**src/rtl/mb_fetch_scheduler.sv**
```systemverilog
// mb_fetch_scheduler: walks one frame of macroblocks in raster order.
// For each MB it holds the extractor enable for FETCH_LAT cycles, then
// presents the settled MB to intra-prediction over valid/ready, with the
// MB coordinates and the top/left neighbour availability flags.
// Optional build macro MB_FETCH_STATS_EN adds a saturating stall_cycles
// counter of PRESENT cycles spent waiting on mb_ready.
module mb_fetch_scheduler #(
  parameter int LENGTH    = 1280,
  parameter int WIDTH     = 720,
  parameter int MB_SIZE_L = 16,
  parameter int MB_SIZE_W = 16,
  parameter int FETCH_LAT = 2
) (
  input  logic        clk,
  input  logic        reset,
  input  logic        start,
  input  logic        abort,
  output logic        ext_enable,
  output logic [12:0] mbnumber,
  output logic        mb_valid,
  input  logic        mb_ready,
  output logic [7:0]  mb_x,
  output logic [7:0]  mb_y,
  output logic        top_avail,
  output logic        left_avail,
  output logic        mb_last,
  output logic        busy,
  output logic        frame_done
`ifdef MB_FETCH_STATS_EN
  ,
  output logic [23:0] stall_cycles
`endif
);

  localparam int MBS_X  = LENGTH / MB_SIZE_W;
  localparam int MBS_Y  = WIDTH / MB_SIZE_L;
  localparam int NUM_MB = MBS_X * MBS_Y;

  localparam logic [12:0] LAST_MB = 13'(NUM_MB - 1);
  localparam logic [7:0]  LAST_X  = 8'(MBS_X - 1);
  localparam logic [3:0]  LAST_F  = 4'(FETCH_LAT - 1);

  typedef enum logic [1:0] {IDLE, FETCH, PRESENT, DONE} state_t;

  state_t     state;
  logic [3:0] fcnt;

  // Neighbour/last flags follow the registered counters directly.
  assign top_avail  = (mb_y != 8'd0);
  assign left_avail = (mb_x != 8'd0);
  assign mb_last    = (mbnumber == LAST_MB);

  // Frame sequencer; all handshake outputs are registered alongside the state.
  always_ff @(posedge clk or negedge reset) begin
    if (!reset) begin
      state      <= IDLE;
      fcnt       <= '0;
      mbnumber   <= '0;
      mb_x       <= '0;
      mb_y       <= '0;
      ext_enable <= 1'b0;
      mb_valid   <= 1'b0;
      busy       <= 1'b0;
      frame_done <= 1'b0;
    end else begin
      frame_done <= 1'b0;
      if (abort && state != IDLE) begin
        // abort wins over any coincident transfer; frame is dropped silently
        state      <= IDLE;
        fcnt       <= '0;
        mbnumber   <= '0;
        mb_x       <= '0;
        mb_y       <= '0;
        ext_enable <= 1'b0;
        mb_valid   <= 1'b0;
        busy       <= 1'b0;
      end else begin
        case (state)
          IDLE: if (start) begin
            state      <= FETCH;
            fcnt       <= '0;
            mbnumber   <= '0;
            mb_x       <= '0;
            mb_y       <= '0;
            ext_enable <= 1'b1;
            busy       <= 1'b1;
          end
          FETCH: begin
            if (fcnt == LAST_F) begin
              fcnt       <= '0;
              state      <= PRESENT;
              ext_enable <= 1'b0;
              mb_valid   <= 1'b1;
            end else begin
              fcnt <= fcnt + 4'd1;
            end
          end
          PRESENT: if (mb_ready) begin
            mb_valid <= 1'b0;
            if (mb_last) begin
              // counters keep the final MB position
              state      <= DONE;
              frame_done <= 1'b1;
            end else begin
              state      <= FETCH;
              ext_enable <= 1'b1;
              mbnumber   <= mbnumber + 13'd1;
              if (mb_x == LAST_X) begin
                mb_x <= '0;
                mb_y <= mb_y + 8'd1;
              end else begin
                mb_x <= mb_x + 8'd1;
              end
            end
          end
          DONE: begin
            state <= IDLE;
            busy  <= 1'b0;
          end
          default: state <= IDLE;
        endcase
      end
    end
  end

`ifdef MB_FETCH_STATS_EN
  // Back-pressure counter: restarts with each frame, saturates, holds after DONE.
  always_ff @(posedge clk or negedge reset) begin
    if (!reset)
      stall_cycles <= '0;
    else if (state == IDLE && start)
      stall_cycles <= '0;
    else if (state == PRESENT && !mb_ready && stall_cycles != 24'hFFFFFF)
      stall_cycles <= stall_cycles + 24'd1;
  end
`endif

endmodule
```
**config.mk**
```make
export PLATFORM = sky130hd
export DESIGN_NAME = mb_fetch_scheduler
export DESIGN_NICKNAME = d
export VERILOG_FILES = /design/src/rtl/mb_fetch_scheduler.sv
export SDC_FILE = /design/constraint.sdc
export NUM_CORES = 1
export LEC_CHECK = 0
export CAP_MARGIN = 10
export CORE_MARGIN = 1
export CORE_UTILIZATION = 53
export CTS_CLUSTER_SIZE = 10
export DETAILED_ROUTE_END_ITERATION = 12
export GPL_ROUTABILITY_DRIVEN = 0
export GPL_TIMING_DRIVEN = 0
export PLACE_DENSITY = 0.91
export SKIP_LAST_GASP = 1
export SYNTH_ARGS = -nofsm -noshare
export SYNTH_HDL_FRONTEND = slang
export SYNTH_SLANG_ARGS = --single-unit
```
**constraint.sdc**
```tcl
create_clock -name clk -period 2.39 [get_ports clk]
set_input_delay 0.3585 -clock clk [delete_from_list [all_inputs] [get_ports clk]]
set_output_delay 0.3585 -clock clk [all_outputs]
set_load 0.01 [all_outputs]
```
# Word-level counts from Yosys, hierarchy flattened
# Index checks and enable logic that the tools add are counted.
# W data, S select, Z words.
dict set report op_classes {
  n_reduce_logical 17
  n_mux 42
  n_eq_ne 11
  add_sub_neg 4
}
# operator n
set op_table {}
lappend op_table {{$mux W8} 9}
lappend op_table {{$mux W13} 4}
lappend op_table {{$pmux W8 S2} 2}
lappend op_table {{$pmux W13 S2} 1}
lappend op_table {{$add A8 B1 Y8 const B} 2}
lappend op_table {{$reduce_bool A8 Y1} 2}
lappend op_table {{$ne A3 B3 Y1 const B} 5}
lappend op_table {{$add A13 B1 Y13 const B} 1}
lappend op_table {{$eq A13 B12 Y1 const B} 1}
lappend op_table {{$mux W1} 13}
lappend op_table {{$mux W4} 3}
lappend op_table {{$reduce_bool A3 Y1} 4}
lappend op_table {{$mux W2} 5}
lappend op_table {{$reduce_and A5 Y1} 2}
lappend op_table {{$eq A8 B7 Y1 const B} 1}
lappend op_table {{$pmux W2 S4} 1}
lappend op_table {{$pmux W4 S2} 1}
lappend op_table {{$reduce_and A3 Y1} 2}
lappend op_table {{$add A4 B1 Y4 const B} 1}
lappend op_table {{$eq A2 B2 Y1 const B} 2}
lappend op_table {{$eq A4 B1 Y1 const B} 1}
lappend op_table {{$pmux W1 S2} 2}
lappend op_table {{$reduce_and A2 Y1} 2}
lappend op_table {{$reduce_and A4 Y1} 1}
lappend op_table {{6 further kinds} 6}
dict set report totals {
  inputBits 5
  regBits 39
  output_inout_bits 36
}

# Logic depth before layout (Yosys ltp)
# Gate-level depths: netlist (run 1).
dict set report depth {
  ltp_word 6
  depth_mapped 8
}

# Worst setup path before layout (run 1)
# Ideal clock, no wire load.
dict set report synth_timing {
  kind {reg-to-reg}
  startpoint {reg mbnumber[0]}
  endpoint {reg mb_x[0]}
  path_slack_ps 419
  synth_period_minus_slack_ps 1971
  t_required_ps 2265
  stages_incl_launch_ff 8
  arrival_ps 1846
  setup_ps 125
  path_cell_list {dfrtp_1 > ha_1 > and3_1 > buf_2 > nand4_2 > inv_2 > a211oi_4 > mux2_2}
}
dict set report synth_via {
  elab_chain_len 3
}
# element line
set synth_lines {}
lappend synth_lines {{from (decl)} 19} ;# output logic [12:0] mbnumber,
lappend synth_lines {{from (signal assigned)} 107} ;# mbnumber <= mbnumber + 13'd1;
lappend synth_lines {{$eq A13 B12 Y1} 51} ;# assign mb_last = (mbnumber == LAST_MB);
lappend synth_lines {{$ne A3 B3 Y1 (no source line)} --}
lappend synth_lines {{$reduce_and A4 Y1 (no source line)} --}
lappend synth_lines {{to (signal assigned)} 112} ;# mb_x <= mb_x + 8'd1;
lappend synth_lines {{to (decl)} 22} ;# output logic [7:0] mb_x,
# Every way passes these cells.
# A chain may end at the register's enable or synchronous reset.

# Worst setup path after layout (run 1)
dict set report layout_timing {
  startpoint {reg mbnumber[5]}
  endpoint {out mb_last}
}
dict set report layout_via {
  elab_chain_len 1
}
# element line
set layout_lines {}
lappend layout_lines {{$eq A13 B12 Y1} 51}
lappend layout_lines {{to (decl)} 26} ;# output logic mb_last,
# Every way passes these cells.

==> key figures, run 1 <==
Run status
  • Status: finished, final reports clean

Clock tree
  • CTS clk-pin slew, worst paths: 0.08 ns
  • # H-tree levels: 2
  • # hold bufs at CTS: 0
  • Clock Tree Root: clkbuf_8
  • CTS tree: built
  • Cts bufs inserted: 5
  • Clock Path Buffers: 2
  • Clk_lat worst skew: 0.30 ns
  • Clock sinks: 39

STA
  • Minimum clock period: 2.29 ns
  • Final hold violation count: 0
  • Tcrit/Tclk final: 95.6%
  • Setup-failing EPs final: 0
  • Worst rel slew slack: 42.3%
  • Worst slew pin tran: 0.865 ns
  • Max Freq: 438 MHz
  • Worst Hold Slack: 0.163 ns
  • RSZ-0062 raised after global routing: false
  • Final worst slack: 0.105 ns
  • Clk_skew: 0.00865 ns
  • Max Slew Vio Count: 0

Setup path
  • Crit path cell chain: buf_2, nor4_4, nand4_4, inv_4, buf_4, dlygate4sd2_1
  • Max Fanout on Critical Path: 10
  • Setup crit end kind: output pin
  • Crit-path max cell delay: 0.40 ns
  • Crit-path slowest cell: dfrtp_1
  • Kind of critical path: reg -> out
  • Crit path max-delay family: buffers and inverters
  • Crit path launch type: flop
  • Crit path DAT: 1.93 ns
  • Buf+Inv Stages, Crit Path: 4
  • Worst EP required: 2.03 ns

Drt
  • ANT nets after route: 0
  • Remaining DRCs: 0
  • Pre-antenna DRT Iters: 7
  • Avg WL per Cell: 16.8 µm
  • Via Count: 2392
  • Vias per Instance: 6.45
  • Overall routed net length: 6.24 mm
  • Drt first-iter violations: 318

Logic synthesis
  • Average cell area after synthesis: 9.00 µm²
  • Number of flops mapped to enable cells by yosys: 0
  • Synth unique cells: 51
  • Top cell type's share of synthesized area: 40.9%
  • Cell taking the most area after synthesis: dfrtp_1
  • Cell Area, Synth: 2380 µm²
  • Synth warn: 0
  • Yosys reg bits: 39
  • Largest cells by area after synthesis: dfrtp_1 41%, a31oi_1 4.7%, ha_1 3.7%
  • Syn Nets: 277
  • Primary FF master, synth: dfrtp_1
  • Post-Syn Instances: 265
  • Seq/Total Area, Yosys: 40.9%
  • Async S/R FF share, synth: 100%

GRT
  • GRT Resource Usage Total: 27.3%
  • First-pass GRT wire length: 10.5 mm
  • Initial antenna violation count: 0
  • Pin count of the biggest net entering global routing: 40
  • Vias in the first global route: 2258
  • Overflow after GRT: 0

Placement
  • IO buf count: 40
  • Detail Placement HPWL: 4.16 mm
  • Placed Cells: 357
  • DP Worst Slack: -0.0370 ns

Floorplan
  • Die Span Y: 69.1 µm
  • # IOs: 41
  • Cell Rows: 24
  • Core footprint: 4350 µm²
  • Initial Util: 54.8%
  • Die width: 69.1 µm
  • Die Area: 4770 µm²

Layout
  • Layout cells sized above 1: 13.2%
  • Final core occ: 69.6%
  • N_diodes: 0
  • NumNets Final: 330
  • Post-route non-filler standard cell count: 371
  • Layout area overhead: 27.0%

Power and ir drop
  • VDD IR max: 0.427 mV
  • Leak pwr: 0.00123 µW
  • Pwr dens: 694 nW/µm²
  • Total power: 2100 µW

Hold path
  • Hold Path Class: in -> async

Run
  • Max cap viols: 0
==> Yosys cell counts (5+ instances only) <==
| master | instances |
|---|---|
| nand3_1 | 14 |
| nand2_1 | 21 |
| dfrtp_1 | 39 |
| and3_1 | 6 |
| clkbuf_1 | 6 |
| inv_1 | 16 |
| o31ai_1 | 5 |
| a31oi_1 | 18 |
| nor3_1 | 9 |
| ha_1 | 7 |
| a21oi_1 | 17 |
| buf_2 | 8 |
| nand4_1 | 7 |
| nor2_1 | 11 |
| o21ai_0 | 17 |
| a41oi_1 | 5 |
==> kinds of logic after synthesis <==
kind of cell	count (synthesis)	synth area share (%)
fa+ha+maj	7	3.67
simple gates	94	22.6
mux	3	1.31
compound gates	89	25.6
buf+inv	33	5.93
flops	39	40.9
==> metrics by stage <==
step | TNS, ns | area (µm²)
after floorplan | 0 | 2380
after global placement | 0 | 2850
after detailed placement | -0.130 | 2850
after CTS | 0 | 3010
after global routing | 0 | 3030
final | 0 | 3030
==> state kept, by name, summed over array words and instances, names as in the netlist <==
name,flops
state,2
mb_valid,1
ext_enable,1
mb_x,8
fcnt,4
frame_done,1
mbnumber,13
mb_y,8
busy,1
==> report_power, final <==
part / switching (µW) / internal [µW] / total, µW
clock network: 246 / 338 / 584
registers: 61.0 / 729 / 790
logic: 413 / 314 / 727
total: 720 / 1380 / 2100
==> cell type report <==
type | count | area, µm²
sequential | 39 | 976
multi-input combinational | 193 | 1290
timing repair buffer | 46 | 439
clock buffer | 6 | 82.6
tap | 52 | 65.1
fill | 351 | 1330
buffer | 16 | 77.6
clock inverter | 2 | 35.0
inverter | 17 | 66.3
==> worst paths after layout <==
kind	startpoint	endpoint	slack (ns)	cells after the start
max in group asynchronous	reset	ext_enable$_DFFE_PN0P_	1.68	1
worst max-delay path	mbnumber[5]$_DFFE_PN0P_	mb_last	0.10	6
worst min-delay path	reset	mb_x[3]$_DFFE_PN0P_	0.16	1
worst min register to register	mb_y[7]$_DFFE_PN0P_	mb_y[7]$_DFFE_PN0P_	0.48	1
worst max register to register	mbnumber[0]$_DFFE_PN0P_	mbnumber[6]$_DFFE_PN0P_	0.25	9
min in group clk	mb_y[7]$_DFFE_PN0P_	mb_y[7]$_DFFE_PN0P_	0.48	1
==> per-layer routing <==
| layer | part of all wire (%) | track usage [%] | wire length [µm] | up-vias |
|---|---|---|---|---|
| met4 | 1.9 | 10.7 | 116 | 0 |
| met1 | 43 | 38.0 | 2690 | 1137 |
| met2 | 47 | 42.1 | 2920 | 130 |
| met5 | 0 | 0 | 0 | - |
| li1 | - | - | - | 1112 |
| met3 | 8.2 | 5.26 | 513 | 13 |
==> layout by cell type (no fill, tap or decap), types with 7 or more instances in the layout <==
master | Yosys | final
inv_1 | 16 | 16
nand4_1 | 7 | 7
nor2_1 | 11 | 11
buf_2 | 8 | 9
nor3_1 | 9 | 9
clkdlybuf4s50_1 | 0 | 38
o21ai_0 | 17 | 17
nand3_1 | 14 | 14
nand2_1 | 21 | 21
a31oi_1 | 18 | 18
dfrtp_1 | 39 | 39
buf_4 | 2 | 8
a21oi_1 | 17 | 17
==> repair_timing <==
item,4_1_cts,5_1_grt
endpoints found under the setup margin,1,2
hold endpoints to repair,0,0
resized for setup,5,0
setup buffers,4,2
pin swaps,1,1
Power figures use the tool's default switching activity.
==> run 2: changes to the inputs <==
--- a/config.mk
+++ b/config.mk
@@ -12,7 +12,8 @@
 export DETAILED_ROUTE_END_ITERATION = 12
 export GPL_ROUTABILITY_DRIVEN = 0
 export GPL_TIMING_DRIVEN = 0
-export PLACE_DENSITY = 0.91
+export PLACE_DENSITY = 0.78
+export SKIP_CTS_REPAIR_TIMING = 1
 export SKIP_LAST_GASP = 1
 export SYNTH_ARGS = -nofsm -noshare
 export SYNTH_HDL_FRONTEND = slang
==> run 2 against run 1 <==
Flip-flop and latch count stayed put; sequential share of layout area is 0.40 points higher; critical path depth is 3 higher; global-route usage is 1.7 points lower; combinational power is 4.8% lower; sequential power hardly changed; routed wire length is 5.1% lower; non-clock buffer count is 1 lower; via count is 3.3% lower; final cell count is 0.27% lower; cell area is 1.2% lower; critical endpoint is now mbnumber[6]$_DFFE_PN0P_; largest power group unchanged.
==> key figures, run 2 (synthesis results as in run 1) <==
Layout
  • Top Registers: mbnumber x13, mb_x x8, mb_y x8
  • Top reg by flops: mbnumber
  • Most common cell after layout, fill and taps aside: dfrtp_1
  • NumNets Final: 329
  • Max reg flops: 13
  • Post-route non-filler standard cell count: 370
  • Filler Cell Count: 368
  • Layout cells sized above 1: 12.9%
  • Register area: 976 µm²
  • Layout area overhead: 25.4%
  • Commonest non-fill, non-tap cells in the layout: 39 x dfrtp_1, 38 x clkdlybuf4s50_1, 21 x nand2_1
  • N_diodes: 0
  • Area of the multi-input gates: 1290 µm²

Setup path
  • Crit-path max cell delay: 0.45 ns
  • Crit path cell chain: ha_2, and3_1, buf_2, nand4_4, inv_4, buf_4, a211oi_4, buf_2, a31oi_1
  • FF-to-FF End: mbnumber[6]$_DFFE_PN0P_
  • Kind of critical path: reg -> reg
  • Crit path max-delay family: buffers and inverters
  • Setup crit end kind: flop
  • Crit path top cell by count: buf_2
  • Crit-path slowest cell: a211oi_4
  • FF-to-FF Start: mbnumber[0]$_DFFE_PN0P_
  • Buf+Inv Stages, Crit Path: 4
  • Worst reg-to-reg setup slack: 0.11 ns
  • Worst reg2reg path depth: 9
  • Max Fanout on Critical Path: 10
  • Crit path launch type: flop
  • Worst EP required: 2.56 ns
  • Crit path DAT: 2.45 ns

STA
  • Clk_skew: 0.00485 ns
  • Worst slew pin tran: 0.866 ns
  • Minimum clock period: 2.28 ns
  • Max Slew Vio Count: 0
  • Worst rel slew slack: 42.3%
  • Final hold violation count: 0
  • Setup-failing EPs final: 0
  • RSZ-0062 raised after global routing: false
  • Tcrit/Tclk final: 95.5%
  • Max Freq: 438 MHz

Power and ir drop
  • Clk pwr share: 22.9%
  • NetSw: 697 µW
  • Cell-internal power: 1220 µW
  • Switching part of the total: 36.3%
  • Total power: 1920 µW
  • Seq pwr share: 41.1%
  • Logic gate share of total power: 36.0%
  • Pwr dens: 642 nW/µm²
  • VDD IR max: 0.402 mV
  • Leak pwr: 0.00123 µW

Floorplan
  • Die Area: 4770 µm²
  • Core footprint: 4350 µm²
  • # IOs: 41
  • Die width: 69.1 µm
  • Cell Rows: 24
  • Initial Util: 54.8%
  • Die Span Y: 69.1 µm

Run status
  • Status: finished, final reports clean

Drt
  • Drt first-iter violations: 180
  • Via Count: 2313
  • Remaining DRCs: 0
  • Vias per Instance: 6.25
  • Overall routed net length: 5.92 mm
  • Pre-antenna DRT Iters: 5
  • Avg WL per Cell: 16.0 µm
  • ANT nets after route: 0

GRT
  • First-pass GRT wire length: 9.94 mm
  • Vias in the first global route: 2043
  • Initial antenna violation count: 0
  • GRT Resource Usage Total: 25.6%
  • Overflow after GRT: 0
  • Pin count of the biggest net entering global routing: 40

Clock tree
  • Clk_lat worst skew: 0.30 ns
  • CTS clk-pin slew, worst paths: 0.08 ns
  • # H-tree levels: 2
  • Clock Tree Root: clkbuf_8
  • Clock Path Buffers: 2
  • Clock sinks: 39
  • CTS tree: built
  • Cts bufs inserted: 5

Placement
  • Detail Placement HPWL: 4.02 mm
  • IO buf count: 40
  • Placed Cells: 357

Run
  • Max cap viols: 0

Hold path
  • Hold Path Class: in -> async
## run 2: metal layers
| layer | up-vias | part of all wire (%) | track usage, % |
|---|---|---|---|
| li1 | 1112 | - | - |
| met1 | 1104 | 49 | 39.9 |
| met2 | 86 | 43 | 35.9 |
| met3 | 11 | 6.2 | 4.82 |
| met4 | 0 | 1.3 | 7.48 |
| met5 | - | 0 | 0 |
## run 2: area by class of cell
class | count | share of cell area (%)
multi-input cells | 193 | 43.0
plain buffers | 16 | 2.59
clock buffers | 5 | 2.30
inverters | 17 | 2.22
flip-flops and latches | 39 | 32.6
repair buffers | 45 | 14.6
clock inverters | 3 | 0.502
well taps | 52 | 2.17
## run 2: power by group through the flow
stage                     clock [µW]  sequential [µW]  combinational (µW)
after global routing             475              798                 764
after CTS                        449              789                 687
after floorplan                    0              815                 413
after detailed placement           0              803                 682
after global placement             0              800                 677
final                            440              789                 692
## run 2: worst max path at each step
stage / startpoint / end / cells past startpoint
final: mbnumber[0]$_DFFE_PN0P_ / mbnumber[6]$_DFFE_PN0P_ / 9
after global routing: mbnumber[0]$_DFFE_PN0P_ / mbnumber[6]$_DFFE_PN0P_ / 9
after detailed placement: abort / mbnumber[4]$_DFFE_PN0P_ / 7
after CTS: mbnumber[1]$_DFFE_PN0P_ / mb_last / 7
after global placement: reset / mbnumber[1]$_DFFE_PN0P_ / 1
after floorplan: mbnumber[0]$_DFFE_PN0P_ / mb_x[0]$_DFFE_PN0P_ / 7
## run 2: metrics by stage
step                setup slack (ns)  setup TNS, ns  hold WS (ns)  area, µm²  utilization [%]
finish                         0.108              0         0.169       2990             68.7
global route                 0.00905              0         0.258       2990             68.7
CTS                           -0.351         -0.351         0.204       2930             67.3
detailed placement           -0.0244        -0.0766         0.473       2850             65.3
global placement             -0.0451          -1.82         0.480       2850             65.5
floorplan                      0.419              0        0.0629       2380                -
==> run 3: changes to the inputs <==
--- a/config.mk
+++ b/config.mk
@@ -18,3 +18,4 @@
 export SYNTH_ARGS = -nofsm -noshare
 export SYNTH_HDL_FRONTEND = slang
 export SYNTH_SLANG_ARGS = --single-unit
+export TNS_END_PERCENT = 5
==> results of run 3 <==
Same layout as run 2: the final DEF is identical, and so are final timing and power.
